## src/rtl/load_unit.sv

```systemverilog
// load_unit: executes one MIPS load (lb, lbu, lh, lhu, lw) per request against a
// word-wide data memory over a req/ack handshake, then extends the addressed
// byte/halfword and pulses Done for register-file write-back.
//
// Ports:
//   CLK, RST        clock, synchronous active-low reset
//   Start, Addr,    load request (sampled in IDLE only), byte address, load type
//   LdType
//   Busy, Done      high outside IDLE / one-cycle completion pulse
//   Dout, Fault     extended result / 00 ok, 01 misaligned, 10 timeout, 11 illegal
//   MemReq, MemAddr memory read request and word address
//   MemAck, MemData memory acknowledge and read data (valid in the ack cycle)
module load_unit #(
    parameter bit          BIG_ENDIAN = 1'b0,
    parameter int unsigned TIMEOUT    = 255
) (
    input  logic        CLK,
    input  logic        RST,
    input  logic        Start,
    input  logic [31:0] Addr,
    input  logic [2:0]  LdType,
    output logic        Busy,
    output logic        Done,
    output logic [31:0] Dout,
    output logic [1:0]  Fault,
    output logic        MemReq,
    output logic [31:0] MemAddr,
    input  logic        MemAck,
    input  logic [31:0] MemData
);

    localparam int unsigned CNT_W = 8;

    typedef enum logic [1:0] {IDLE, REQ, RESP, FLT} state_t;

    state_t             state;
    logic [2:0]         ld_type;
    logic [1:0]         k;
    logic [CNT_W-1:0]   cnt;

    logic [1:0]         byte_lane_c;
    logic               half_lane_c;
    logic [7:0]         lane_b_c;
    logic [15:0]        lane_h_c;
    logic [31:0]        ext_c;
    logic [1:0]         chk_c;

    // Lane selection and extension of the memory word for the latched request.
    // Big-endian lanes are the mirror image, so 3-k is just ~k on two bits.
    always_comb begin
        byte_lane_c = BIG_ENDIAN ? ~k : k;
        half_lane_c = BIG_ENDIAN ? ~k[1] : k[1];
        lane_b_c    = MemData[{byte_lane_c, 3'b000} +: 8];
        lane_h_c    = MemData[{half_lane_c, 4'b0000} +: 16];
        case (ld_type)
            3'b000:  ext_c = {{24{lane_b_c[7]}}, lane_b_c};
            3'b001:  ext_c = {{16{lane_h_c[15]}}, lane_h_c};
            3'b100:  ext_c = {24'h0, lane_b_c};
            3'b101:  ext_c = {16'h0, lane_h_c};
            default: ext_c = MemData;
        endcase
    end

    // Request screening: illegal type takes priority over misalignment.
    always_comb begin
        chk_c = 2'b00;
        case (LdType)
            3'b000, 3'b100: chk_c = 2'b00;
            3'b001, 3'b101: chk_c = Addr[0] ? 2'b01 : 2'b00;
            3'b010:         chk_c = (Addr[1:0] != 2'b00) ? 2'b01 : 2'b00;
            default:        chk_c = 2'b11;
        endcase
    end

    // Control FSM with registered outputs.
    always_ff @(posedge CLK) begin
        if (!RST) begin
            state   <= IDLE;
            ld_type <= 3'b000;
            k       <= 2'b00;
            cnt     <= '0;
            Busy    <= 1'b0;
            Done    <= 1'b0;
            Dout    <= 32'h0;
            Fault   <= 2'b00;
            MemReq  <= 1'b0;
            MemAddr <= 32'h0;
        end else begin
            case (state)
                IDLE: begin
                    Done <= 1'b0;
                    if (Start) begin
                        ld_type <= LdType;
                        k       <= Addr[1:0];
                        MemAddr <= {Addr[31:2], 2'b00};
                        cnt     <= '0;
                        Busy    <= 1'b1;
                        if (chk_c != 2'b00) begin
                            Fault <= chk_c;
                            Done  <= 1'b1;
                            state <= FLT;
                        end else begin
                            MemReq <= 1'b1;
                            state  <= REQ;
                        end
                    end
                end
                REQ: begin
                    // An ack in the final allowed cycle still completes normally.
                    if (MemAck) begin
                        Dout   <= ext_c;
                        Fault  <= 2'b00;
                        MemReq <= 1'b0;
                        Done   <= 1'b1;
                        state  <= RESP;
                    end else if (cnt + CNT_W'(1) == CNT_W'(TIMEOUT)) begin
                        Fault  <= 2'b10;
                        MemReq <= 1'b0;
                        Done   <= 1'b1;
                        state  <= FLT;
                    end else begin
                        cnt <= cnt + CNT_W'(1);
                    end
                end
                RESP, FLT: begin
                    Done  <= 1'b0;
                    Busy  <= 1'b0;
                    state <= IDLE;
                end
                default: state <= IDLE;
            endcase
        end
    end

endmodule

```

## config.mk

```make
export PLATFORM = sky130hd
export DESIGN_NAME = load_unit
export DESIGN_NICKNAME = d
export VERILOG_FILES = /design/src/rtl/load_unit.sv
export SDC_FILE = /design/constraint.sdc
export NUM_CORES = 1
export LEC_CHECK = 0
export ABC_AREA = 1
export CAP_MARGIN = 40
export CORE_ASPECT_RATIO = 1.2
export CORE_MARGIN = 2
export CORE_UTILIZATION = 45
export DETAILED_ROUTE_END_ITERATION = 16
export GPL_ROUTABILITY_DRIVEN = 0
export PLACE_DENSITY = 0.81
export SYNTH_ARGS = -nofsm -noshare
export SYNTH_HDL_FRONTEND = slang
export SYNTH_SLANG_ARGS = --single-unit
```

## constraint.sdc

```tcl
create_clock -name CLK -period 2.3 [get_ports CLK]
set_clock_uncertainty 0.2 [all_clocks]
set_input_delay 0.69 -clock CLK [delete_from_list [all_inputs] [get_ports CLK]]
set_output_delay 0.69 -clock CLK [all_outputs]
set_load 0.01 [all_outputs]
```

* After elaboration in Yosys (flattened, before gate mapping)
Index checks and enable logic that the tools add are counted.
Storage, ports and cells: bits in registers 82, latch bits 0, bits in writable memories 0, bits in read-only memories 0, input bits 71, output and inout port bits 69, word-level logic and storage cells 77, memories 0
Cells by class: add/subtract/negate cells 1, multiply operators 0, div/mod/pow operators 0, $lt $le $gt $ge 0, eq/ne operators 17, shifts and indexed selects 2, multiplexer cells 30, bitwise gates (word level) 0, reduce and logical (&&, ||, !) cells 17
Operators with widths (number):
- $pmux 32 s4 | 1
- $shiftx 32x6->16 | 1
- $shiftx 32x6->8 | 1
- $mux 8 | 3
- $mux 2 | 8
- $pmux 8 s2 | 1
- $eq 3x3->1 const B | 4
- $pmux 2 s3 | 2
- $reduce_and 4->1 | 3
- $mux 1 | 11
- $ne 2x2->1 const B | 5
- $add 8x1->8 const B | 1
- $eq 8x8->1 const B | 1
- $reduce_and 2->1 | 4
- $reduce_bool 2->1 | 4
- $eq 3x1->1 const B | 2
- $logic_not 3->1 | 2
- $reduce_or 2->1 | 3
- $eq 2x2->1 const B | 2
- $pmux 1 s2 | 2
- $pmux 2 s2 | 1
- $eq 3x2->1 const B | 1
- $ne 3x3->1 const B | 1
- $pmux 1 s3 | 1
- 2 further kinds | 2

* Depth between registers and ports, before layout
Gate-level depths: netlist of run 1.
depth after elaboration 7, mapped depth 13

* Least setup slack after synthesis of run 1
OpenSTA, ideal clock, no wires.
path type input to register, start in MemData[23], end reg Dout[20], arrival time 1.524 ns, setup slack 0.460 ns, stages on the path 10, buffers on the path 1, cells stage by stage nor2_1 -> nor2_1 -> o21ai_1 -> nand2_1 -> nand3_2 -> o21a_2 -> buf_6 -> nand2_1 -> o211ai_1 -> inv_1
Between the ends: longest elaborated chain between the ends 2
RTL lines:
- start: declaration | RTL line 29 | input logic [31:0] MemData
- $shiftx 32x6->8 | RTL line 53 | lane_b_c = MemData[{byte_lane_c, 3'b000} +: 8];
- $pmux 32 s4 | RTL line 55 | case (ld_type)
- end signal: assignment | RTL line 111 | Dout <= ext_c;
- end: declaration | RTL line 24 | output logic [31:0] Dout,
No other way between the ends. A chain may end at the register's enable or synchronous reset.

* Final worst setup path of run 1
start reg Fault[0], end out Fault[0]
RTL lines:
- start: declaration | RTL line 25 | output logic [1:0] Fault,
- start signal: assignment | RTL line 99 | Fault <= chk_c;
No word-level cell between the ends.

==> metrics.yaml, run 1 <==
run_status:
  status: "finished, final reports clean"
floorplan:
  io_pins: 140
  design.core.area_mm2: 0.008198
  row_count: 36
  die_y_um: 104.8
  dieArea_mm2: 0.009228
  start_util_pct: 46.50
  die_w_um: 88.03
logic_synthesis:
  synth_area_mm2: 0.003812
  synth_top_area_cell: "dfxtp_1"
  ys_ff_latch: 82
  yosysTopAreaCellShare_pct: 43.06
  ys_top_cells_by_area: "dfxtp_1 (43%), o21ai_0 (11%), nor2_1 (11%), a21oi_1 (6.6%), inv_1 (4.9%)"
  synth_flop_cell: "dfxtp_1"
  ys_seq_area_share_pct: 43.06
  async_flop_share_pct: 0
  syn_avg_cell_area_um2: 7.153
  synth-edff-count: 0
  synthDistinctLibCells: 35
  yosysWarnings: 0
  synth_cells: 533
finish:
  fin_cells: 785
  fillCellCount: 713
  drive_gt1_share_pct: 7.452
  antenna_cells: 0
  fin_nets: 739
  area_delta_synth_final_pct: 45.95
setup_path:
  cp_num_buf_inv: 1
  crit_arrival_ns: 1.26
  critPathKind: "flop to primary output"
  cp_slowest_cell: "clkdlybuf4s50_1"
  start_kind: "flop"
  crit_family: "buffers and inverters"
  r2r_cells: 10
  worstPathMaxFanout: 2
  cp_num_cells: 1
  cp_slowest_stage_delay_ns: 0.55
  worstPathRequired_ns: 1.41
  path_cells: "clkdlybuf4s50_1"
  end_kind: "primary output"
sta:
  slew_headroom_pct: 64.60
  rsz0062_at_grt: "false"
  fin_ws_ns: 0.1530
  finalCriticalPeriod_ns: 2.147
  finalCritPeriodShare_pct: 93.35
  drv_slew: 0
  clock.fmax_mhz: 465.8
  finalSetupViolations: 0
  tightest_slew_ns: 0.5290
  hold_violations: 0
drt:
  wire_per_inst_um: 13.79
  routed_wl_mm: 10.83
  dr.pass1.iters: 4
  routed-via-count: 4053
  first_iter_violations: 191
  drc: 0
  post_drt_via_cell_ratio: 5.163
  ant_nets: 0
clocking:
  cts_tree: "done"
  post-cts-setup-buffers: 0
  cts_max_level: 3
  cts_buffer_depth: 2
  worstSkewPairLatency_ns: 0.35
  ctsResizeCount: 0
  clock_sinks: 82
  cts_hold_buf: 0
  path_clk_slew_ns: 0.08
  cts-root-buf: "clkbuf_8"
  cts_buffers: 9
placed_design:
  dpl_worst_slack_ns: -0.04483
  dp_cells: 769
  numPortBuffers: 137
  dp_hpwl_mm: 7.888
power_and_ir_drop:
  seqPwrFrac_pct: 43.4
  power_density_mw_per_mm2: 681.2
  swShare_pct: 29.14
  clkPwrFrac_pct: 30.4
  internal-power_mw: 2.686
  leakage_nw: 2.313
  pwr-share-comb_pct: 26.3
  power.switching_mw: 1.105
  vdd_ir_drop_max_mv: 0.3358
grt:
  grt_pass1_vias: 3921
  overflow: 0
  grt_pass1_wl_mm: 17.73
  grt_max_degree: 78
  antenna_found_initial: 0
  grt_use_total_pct: 24.01
min_path:
  whs_path_depth: 2
  worstHoldPathType: "flop to flop"
job:
  cap_violations: 0
-- Yosys cell counts, types with 3 or more instances --
cell      count
nor2_1      109
o21ai_0      86
dfxtp_1      82
a21oi_1      50
inv_1        50
nand2_1      48
clkbuf_1     18
o211ai_1     10
a21o_1        7
nand3_1       7
nor3_1        7
a31oi_1       6
buf_2         6
a22oi_1       4
nand2_2       4
buf_4         3
nor2_2        3
nor2_4        3
o21a_1        3
o221ai_1      3
-- logic make-up (layout without fill, tap and decap cells) --
kind of cell	Yosys count	in the layout	share of synthesized area, %
xor+xnor	1	1	0.2298
fa+ha+maj	2	2	0.6563
flops	82	82	43.06
other cells	1	2	0.09836
compound gates	174	174	25.14
buf+inv	85	222	9.583
simple gates	188	188	21.23
-- sequential cells by signal, indices dropped and copies added (netlist names) --
| name | flops |
|---|---|
| Dout | 32 |
| MemAddr | 30 |
| cnt | 8 |
| ld_type | 3 |
| Fault | 2 |
| byte_lane_c | 2 |
| state | 2 |
| Busy | 1 |
| Done | 1 |
| MemReq | 1 |
-- final cells by class --
cell class	count	area, um2	area share, %
Clock buffer	12	145.1	2.608
Clock inverter	4	75.07	1.349
Inverter	53	201.4	3.620
Multi-Input combinational cell	367	1809	32.52
Sequential cell	82	1642	29.50
Tap cell	114	142.6	2.564
Timing Repair Buffer	153	1549	27.84
-- power by group through the flow --
stage               clock (mW)  sequential, mW  combinational (mW)
CTS                       1.18            1.64               0.999
finish                    1.15            1.64               0.996
floorplan                    0            1.70               0.469
detailed placement           0            1.67               0.993
global route              1.24            1.66                1.10
global placement             0            1.67               0.974
-- per-layer routing --
metal | GRT usage, % | vias up | share of wire, %
met5 | 0 | - | 0
met4 | 10.39 | 0 | 2.3
met3 | 6.477 | 22 | 8.9
met2 | 39.39 | 174 | 47
met1 | 29.12 | 1838 | 42
li1 | - | 2019 | -
-- through the flow --
step	TNS, ns	utilization, %	power (mW)	hold WS, ns	cell area [um2]
2_1_floorplan	0	-	2.174	0.2705	3816
3_3_place_gp	-0.06378	65.19	2.644	0.2391	5344
3_5_place_dp	-0.4631	65.19	2.667	0.2437	5344
4_1_cts	0	67.87	3.826	0.2559	5564
5_1_grt	0	67.87	3.996	0.2763	5564
6_report	0	67.87	3.790	0.2505	5564
-- final timing paths --
kind | end | startpoint | slack, ns
max | Fault[0] | Fault[0] | 0.15
min | MemReq | MemReq | 0.25
max reg2reg | cnt[0] | cnt[0] | 0.27
min reg2reg | MemReq | MemReq | 0.25
-- tightest hold or removal path, delay by kind of cell, from the launching register on --
family                 cells  cell delay (ns)
DFF                        1             0.31
buffers and inverters      1             0.05
AOI/OAI and AO/OA          1             0.05
-- cell usage in the layout, fill, tap and decap left out, drive strengths merged, types with 3 or more instances in the layout --
cell,count
inv,53
a22oi,4
nor3,7
a21o,7
o221ai,3
o21ai,88
clkbuf,12
nand2,54
o211ai,10
a21oi,50
o21a,4
nand3,10
clkdlybuf4s50,136
nor2,115
dfxtp,82
buf,17
a31oi,6
Note: power is estimated with default switching activity, not from simulation.
==> run 2, diff against run 1 <==
Settings changed: SLEW_MARGIN set to 30.
==> results of run 2 <==
The final DEF is identical to that of run 1; final timing and power are the same.
